## config.mk

```make
export PLATFORM = sky130hd
export DESIGN_NAME = cfu_cmd_bridge
export DESIGN_NICKNAME = d
export VERILOG_FILES = /design/src/rtl/cfu_bridge_pkg.sv /design/src/rtl/cfu_rsp_fifo.sv /design/src/rtl/cfu_cmd_bridge.sv
export SDC_FILE = /design/constraint.sdc
export NUM_CORES = 1
export LEC_CHECK = 0
export ABC_CLOCK_PERIOD_IN_PS = 4710
export BUFFER_PORTS_ARGS = -buffer_cell sky130_fd_sc_hd__buf_4
export CORE_ASPECT_RATIO = 0.7
export CORE_MARGIN = 5
export CORE_UTILIZATION = 50
export CTS_CLUSTER_SIZE = 14
export DETAILED_ROUTE_END_ITERATION = 8
export PLACE_DENSITY = 0.76
export SLEW_MARGIN = 20
export SYNTH_ARGS = -nofsm -noshare
export SYNTH_HDL_FRONTEND = slang
export SYNTH_SLANG_ARGS = --single-unit
```

## constraint.sdc

```tcl
create_clock -name clk -period 4.71 [get_ports clk]
set_clock_uncertainty 0.1 [all_clocks]
set_input_delay 0.2355 -clock clk [delete_from_list [all_inputs] [get_ports clk]]
set_output_delay 0.2355 -clock clk [all_outputs]
set_load 0.01 [all_outputs]
```

## src/rtl/cfu_bridge_pkg.sv

```systemverilog
// cfu_bridge_pkg: Cfu function codes, the data returned for locally completed commands,
// and field extractors for the 10-bit {funct7,funct3} function_id.
package cfu_bridge_pkg;
    typedef enum logic [2:0] {
        FUNCT3_SUM   = 3'd0,
        FUNCT3_SWAP  = 3'd1,
        FUNCT3_REV   = 3'd2,
        FUNCT3_STORE = 3'd3,
        FUNCT3_LOAD  = 3'd4
    } funct3_e;

    localparam logic [31:0] LOCAL_RSP = 32'h0;

    function automatic logic [6:0] funct7_of(input logic [9:0] id);
        return id[9:3];
    endfunction

    function automatic logic [2:0] funct3_of(input logic [9:0] id);
        return id[2:0];
    endfunction
endpackage

```

## src/rtl/cfu_rsp_fifo.sv

```systemverilog
// cfu_rsp_fifo: first-word fall-through response FIFO with occupancy count; a pop in the same
// cycle frees the slot, so push is accepted at full when popping.
module cfu_rsp_fifo #(
    parameter int DEPTH = 4
) (
    input  logic                         clk,
    input  logic                         reset_n,
    input  logic                         push,
    input  logic [31:0]                  push_data,
    input  logic                         pop,
    output logic [31:0]                  head,
    output logic [$clog2(DEPTH+1)-1:0]   count
);
    localparam int AW = $clog2(DEPTH);
    localparam int CW = $clog2(DEPTH + 1);

    logic [31:0]   mem [DEPTH];
    logic [AW-1:0] wr_ptr, rd_ptr;
    logic          wr, rd;

    assign rd   = pop && count != '0;
    assign wr   = push && (count != CW'(DEPTH) || rd);
    assign head = mem[rd_ptr];

    always_ff @(posedge clk or negedge reset_n) begin
        if (!reset_n) begin
            mem    <= '{default: '0};
            wr_ptr <= '0;
            rd_ptr <= '0;
            count  <= '0;
        end else begin
            if (wr) begin
                mem[wr_ptr] <= push_data;
                wr_ptr      <= wr_ptr + AW'(1);
            end
            if (rd) rd_ptr <= rd_ptr + AW'(1);
            count <= count + CW'(wr) - CW'(rd);
        end
    end
endmodule

```

## src/rtl/cfu_cmd_bridge.sv

```systemverilog
// cfu_cmd_bridge: holds one CPU command, pulses it to Cfu under response-credit control and
// returns Cfu (or locally generated) responses to the CPU in order through a FWFT FIFO.
module cfu_cmd_bridge
    import cfu_bridge_pkg::*;
#(
    parameter int RSP_DEPTH   = 4,
    parameter int CFU_LATENCY = 3
) (
    input  logic        clk,
    input  logic        reset_n,
    input  logic        cpu_cmd_valid,
    output logic        cpu_cmd_ready,
    input  logic [9:0]  cpu_cmd_function_id,
    input  logic [31:0] cpu_cmd_inputs_0,
    input  logic [31:0] cpu_cmd_inputs_1,
    output logic        cpu_rsp_valid,
    input  logic        cpu_rsp_ready,
    output logic [31:0] cpu_rsp_outputs_0,
    output logic        cfu_cmd_valid,
    input  logic        cfu_cmd_ready,
    output logic [9:0]  cfu_cmd_function_id,
    output logic [31:0] cfu_cmd_inputs_0,
    output logic [31:0] cfu_cmd_inputs_1,
    input  logic        cfu_rsp_valid,
    output logic        cfu_rsp_ready,
    input  logic [31:0] cfu_rsp_outputs_0,
    output logic        err_unexpected_rsp
);
    localparam int CW = $clog2(RSP_DEPTH + 1);
    localparam int BW = $clog2(CFU_LATENCY + 1);

    logic                   full, blank, tail, issue, local_done, accept, push, pop;
    logic [BW-1:0]          blank_cnt;
    logic [CFU_LATENCY-1:0] inflight;
    logic [CW-1:0]          fifo_cnt;
    int                     inflight_cnt;

    always_comb begin
        inflight_cnt = 0;
        for (int i = 0; i < CFU_LATENCY; i++) inflight_cnt += int'(inflight[i]);
    end

    assign blank = blank_cnt != '0;
    assign tail  = inflight[CFU_LATENCY-1];
    // Responses still owed by Cfu count against the FIFO because Cfu cannot be stalled.
    assign issue = full && funct7_of(cfu_cmd_function_id) == '0 && cfu_cmd_ready
                   && inflight_cnt + int'(fifo_cnt) < RSP_DEPTH;
    assign local_done = full && funct7_of(cfu_cmd_function_id) != '0 && inflight == '0
                        && fifo_cnt != CW'(RSP_DEPTH);
    assign cpu_cmd_ready = !blank && (!full || issue);
    assign accept        = cpu_cmd_valid && cpu_cmd_ready;
    assign cfu_cmd_valid = issue;
    assign push          = (tail && cfu_rsp_valid) || local_done;
    assign pop           = cpu_rsp_valid && cpu_rsp_ready;
    assign cpu_rsp_valid = fifo_cnt != '0;

    cfu_rsp_fifo #(.DEPTH(RSP_DEPTH)) u_fifo (
        .clk       (clk),
        .reset_n   (reset_n),
        .push      (push),
        .push_data (local_done ? LOCAL_RSP : cfu_rsp_outputs_0),
        .pop       (pop),
        .head      (cpu_rsp_outputs_0),
        .count     (fifo_cnt)
    );

    always_ff @(posedge clk or negedge reset_n) begin
        if (!reset_n) begin
            full                <= 1'b0;
            cfu_cmd_function_id <= '0;
            cfu_cmd_inputs_0    <= '0;
            cfu_cmd_inputs_1    <= '0;
            blank_cnt           <= BW'(CFU_LATENCY);
            inflight            <= '0;
            cfu_rsp_ready       <= 1'b0;
            err_unexpected_rsp  <= 1'b0;
        end else begin
            if (accept) begin
                full                <= 1'b1;
                cfu_cmd_function_id <= cpu_cmd_function_id;
                cfu_cmd_inputs_0    <= cpu_cmd_inputs_0;
                cfu_cmd_inputs_1    <= cpu_cmd_inputs_1;
            end else if (issue || local_done) begin
                full <= 1'b0;
            end
            if (blank) blank_cnt <= blank_cnt - BW'(1);
            inflight      <= (inflight << 1) | CFU_LATENCY'(issue);
            cfu_rsp_ready <= 1'b1;
            // Stale Cfu pipeline contents drain out while blanking and are ignored.
            if (!blank && cfu_rsp_valid != tail) err_unexpected_rsp <= 1'b1;
        end
    end
endmodule

```

==> impl_metrics.py <==
metrics = {
    "critical_path": {
        "rrSetupSlack_ns": 1.28,
        "startpoint_type": "flop",
        "crit_required_ns": 4.97,
        "crit_path_start": "u_fifo.count[0]",
        "r2r_start": "u_fifo.count[0]",
        "cp-end-kind": "flop",
        "path_max_fanout": 33,
        "crit_end": "cfu_cmd_inputs_1[12]",
        "criticalPathCategory": "reg2reg",
        "worstRegToRegCells": 9,
        "r2r_end": "cfu_cmd_inputs_1[12]",
        "crit_arrival_ns": 3.69,
    },
    "power": {
        "peakVddDrop_mv": 0.3388,
        "total_power_mw": 6.410,
        "p_leak_nw": 5.613,
        "p_per_area_nw_per_um2": 513.7,
    },
    "detailed_routing": {
        "avgRoutedWirePerCell_um": 21.91,
        "vias_per_cell": 5.701,
        "drt-pass1-iter-count": 5,
        "ant_nets": 0,
        "drtIter0Drc": 606,
        "remaining_drc_errors": 0,
        "routed_wl_um": 25410,
        "dr_total_vias": 6613,
    },
    "timing": {
        "holdWs_ns": 0.02198,
        "fin_crit_sh_pct": 72.78,
        "hold_viol_final": 0,
        "setup_ws_ns": 1.282,
        "slew_headroom_pct": 21.14,
        "worstMarginPinSlew_ns": 1.180,
        "finalSetupViolCount": 0,
        "min_period_ns": 3.428,
        "rsz0062_at_grt": "false",
        "fmax_ghz": 0.2917,
        "finalSetupTns_ns": 0,
        "slew_violations": 0,
    },
    "cts": {
        "clock_path_buffers": 3,
        "htree_levels": 1,
        "numClockSinks": 217,
        "clk_latency_ns": 0.48,
        "numCtsBuffers": 21,
        "cts_root_buf": "clkbuf_16",
        "clkTransAtPathRegs_ns": 0.07,
        "postCtsSetupBuffers": 0,
        "tritoncts": "done",
    },
    "synth": {
        "synth_largest_area_cell": "dfrtp_1",
        "syn_inst": 593,
        "ys_ff_latch": 217,
        "postSynthAreaPerCell_um2": 15.12,
        "synth_top_flop_cell": "dfrtp_1",
        "synthTopCellsByArea": "dfrtp_1 60%, o2bb2ai_1 13%, mux4_2 8.0%",
        "synthArstFlopShare_pct": 100.0,
        "synth_top_cells_by_count": "215 x dfrtp_1, 128 x o2bb2ai_1, 54 x mux2_1",
        "synth-edff-count": 0,
        "yosysUniqueCellTypes": 35,
        "post-synth-top-count-cell": "dfrtp_1",
        "ys_seq_area_share_pct": 60.61,
        "yosys_warnings": 0,
        "synth.top_cell.area_share_pct": 60.02,
        "syn-num-nets": 717,
        "syn_area_um2": 8964,
    },
    "global_routing": {
        "grt_pass1_wl_um": 40410,
        "first_global_vias": 7404,
        "overflow": 0,
        "track_usage_pct": 24.65,
        "antenna_found_initial": 1,
        "grt_max_degree": 118,
    },
    "placement": {
        "post_dp_cell_area_um2": 10820,
        "dp_worst_setup_slack_ns": 1.356,
        "globalplace.congestion": 0.7703,
        "dp_hpwl_um": 15590,
        "io_buffer_count": 222,
        "dp.cells": 1022,
    },
    "floorplan": {
        "die_h_um": 122.0,
        "start_util_pct": 50.35,
        "die-area_um2": 20750,
        "rows": 41,
        "die_w_um": 170.0,
        "fp.coreArea_um2": 17800,
        "ios": 223,
    },
    "cells_and_area": {
        "num-nets-final": 1036,
        "fill_cells": 1138,
        "areaGrowthSynthToFinish_pct": 39.21,
        "layoutNonFillerInstCount": 1160,
        "stdcell_area_um2": 12480,
        "multi_input_area_um2": 3256,
        "drive_gt1_share_pct": 35.43,
        "post-route-util_pct": 70.10,
        "seq_area_um2": 5434,
    },
    "hold_path": {
        "hp-class": "in2reg",
    },
    "status": {
        "status": "complete, no violations",
    },
    "job": {
        "cap_violations": 0,
    },
}
routing by layer:
| metal | wire length (µm) | share of wire, % | GRT usage [%] | up-vias |
|---|---|---|---|---|
| met5 | 0 | 0 | 0 | - |
| met4 | 718 | 2.8 | 7.282 | 0 |
| met3 | 1584 | 6.2 | 5.449 | 58 |
| met2 | 12880 | 51 | 41.97 | 267 |
| met1 | 10230 | 40 | 32.17 | 3409 |
| li1 | - | - | - | 2879 |
how the worst min path moves through the flow:
stage,startpoint,cells past startpoint,endpoint
after floorplan,reset_n,0,cfu_cmd_function_id[0]
after global placement,inflight[1],0,inflight[2]
after detailed placement,inflight[0],0,inflight[1]
after CTS,cfu_rsp_outputs_0[31],3,u_fifo.mem[127]
after global routing,cfu_rsp_outputs_0[31],3,u_fifo.mem[95]
final,cfu_rsp_outputs_0[31],3,u_fifo.mem[127]
sequential cells by signal (all words and copies together) (netlist names):
register,count
err_unexpected_rsp,1
u_fifo.wr_ptr,2
full,1
inflight,3
u_fifo.rd_ptr,2
cfu_cmd_function_id,10
cfu_cmd_inputs_0,32
blank_cnt,2
cfu_cmd_inputs_1,32
cfu_rsp_ready,1
u_fifo.count,3
u_fifo.mem,128
worst max-delay path, cell delays in order, from the launching register on:
cell	delay, ns
dfrtp_1	0.42
inv_1	0.11
fa_1	0.19
inv_1	0.04
ha_1	0.17
nor4bb_1	0.43
a41o_1	0.29
and3_2	0.72
buf_4	0.43
mux2_2	0.40
cell families after synthesis:
group / count (synthesis) / share of synthesized area, %
mux: 107 / 17.46
other cells: 1 / 0.04184
buf+inv: 57 / 3.252
simple gates: 54 / 2.903
flops: 217 / 60.61
xor+xnor: 6 / 0.5863
compound gates: 139 / 13.30
fa+ha+maj: 12 / 1.843
timing repair:
item / in CTS / in global routing
hold buffers: 103 / 0
endpoints found under the hold margin: 269 / 0
gates resized for setup: 0 / 0
layout by cell type (no fill, tap or decap), drive strengths merged, types with 2 or more instances in the layout:
cell         instances
o21ai                6
clkinv               4
nor2b                4
o2bb2ai            128
xnor2                5
clkbuf              30
inv                 13
dlygate4sd3        103
ha                  10
mux4                32
nand3b               2
mux2                75
and2                 2
dfstp                2
nand2               38
buf                236
fa                   2
dfrtp              215
area by class of cell:
class	count	area share, %
well taps	236	2.366
clock buffers	29	4.612
inverters	13	0.3911
diodes	1	0.02005
multi-input cells	319	26.09
flip-flops and latches	217	43.55
repair buffers	340	22.57
clock inverters	5	0.4011
power by group:
part | switching [mW] | total [mW] | internal (mW)
Sequential | 0.296 | 2.54 | 2.25
Combinational | 1.24 | 2.28 | 1.05
Clock | 0.681 | 1.58 | 0.904
Power figures use the tool's default switching activity.
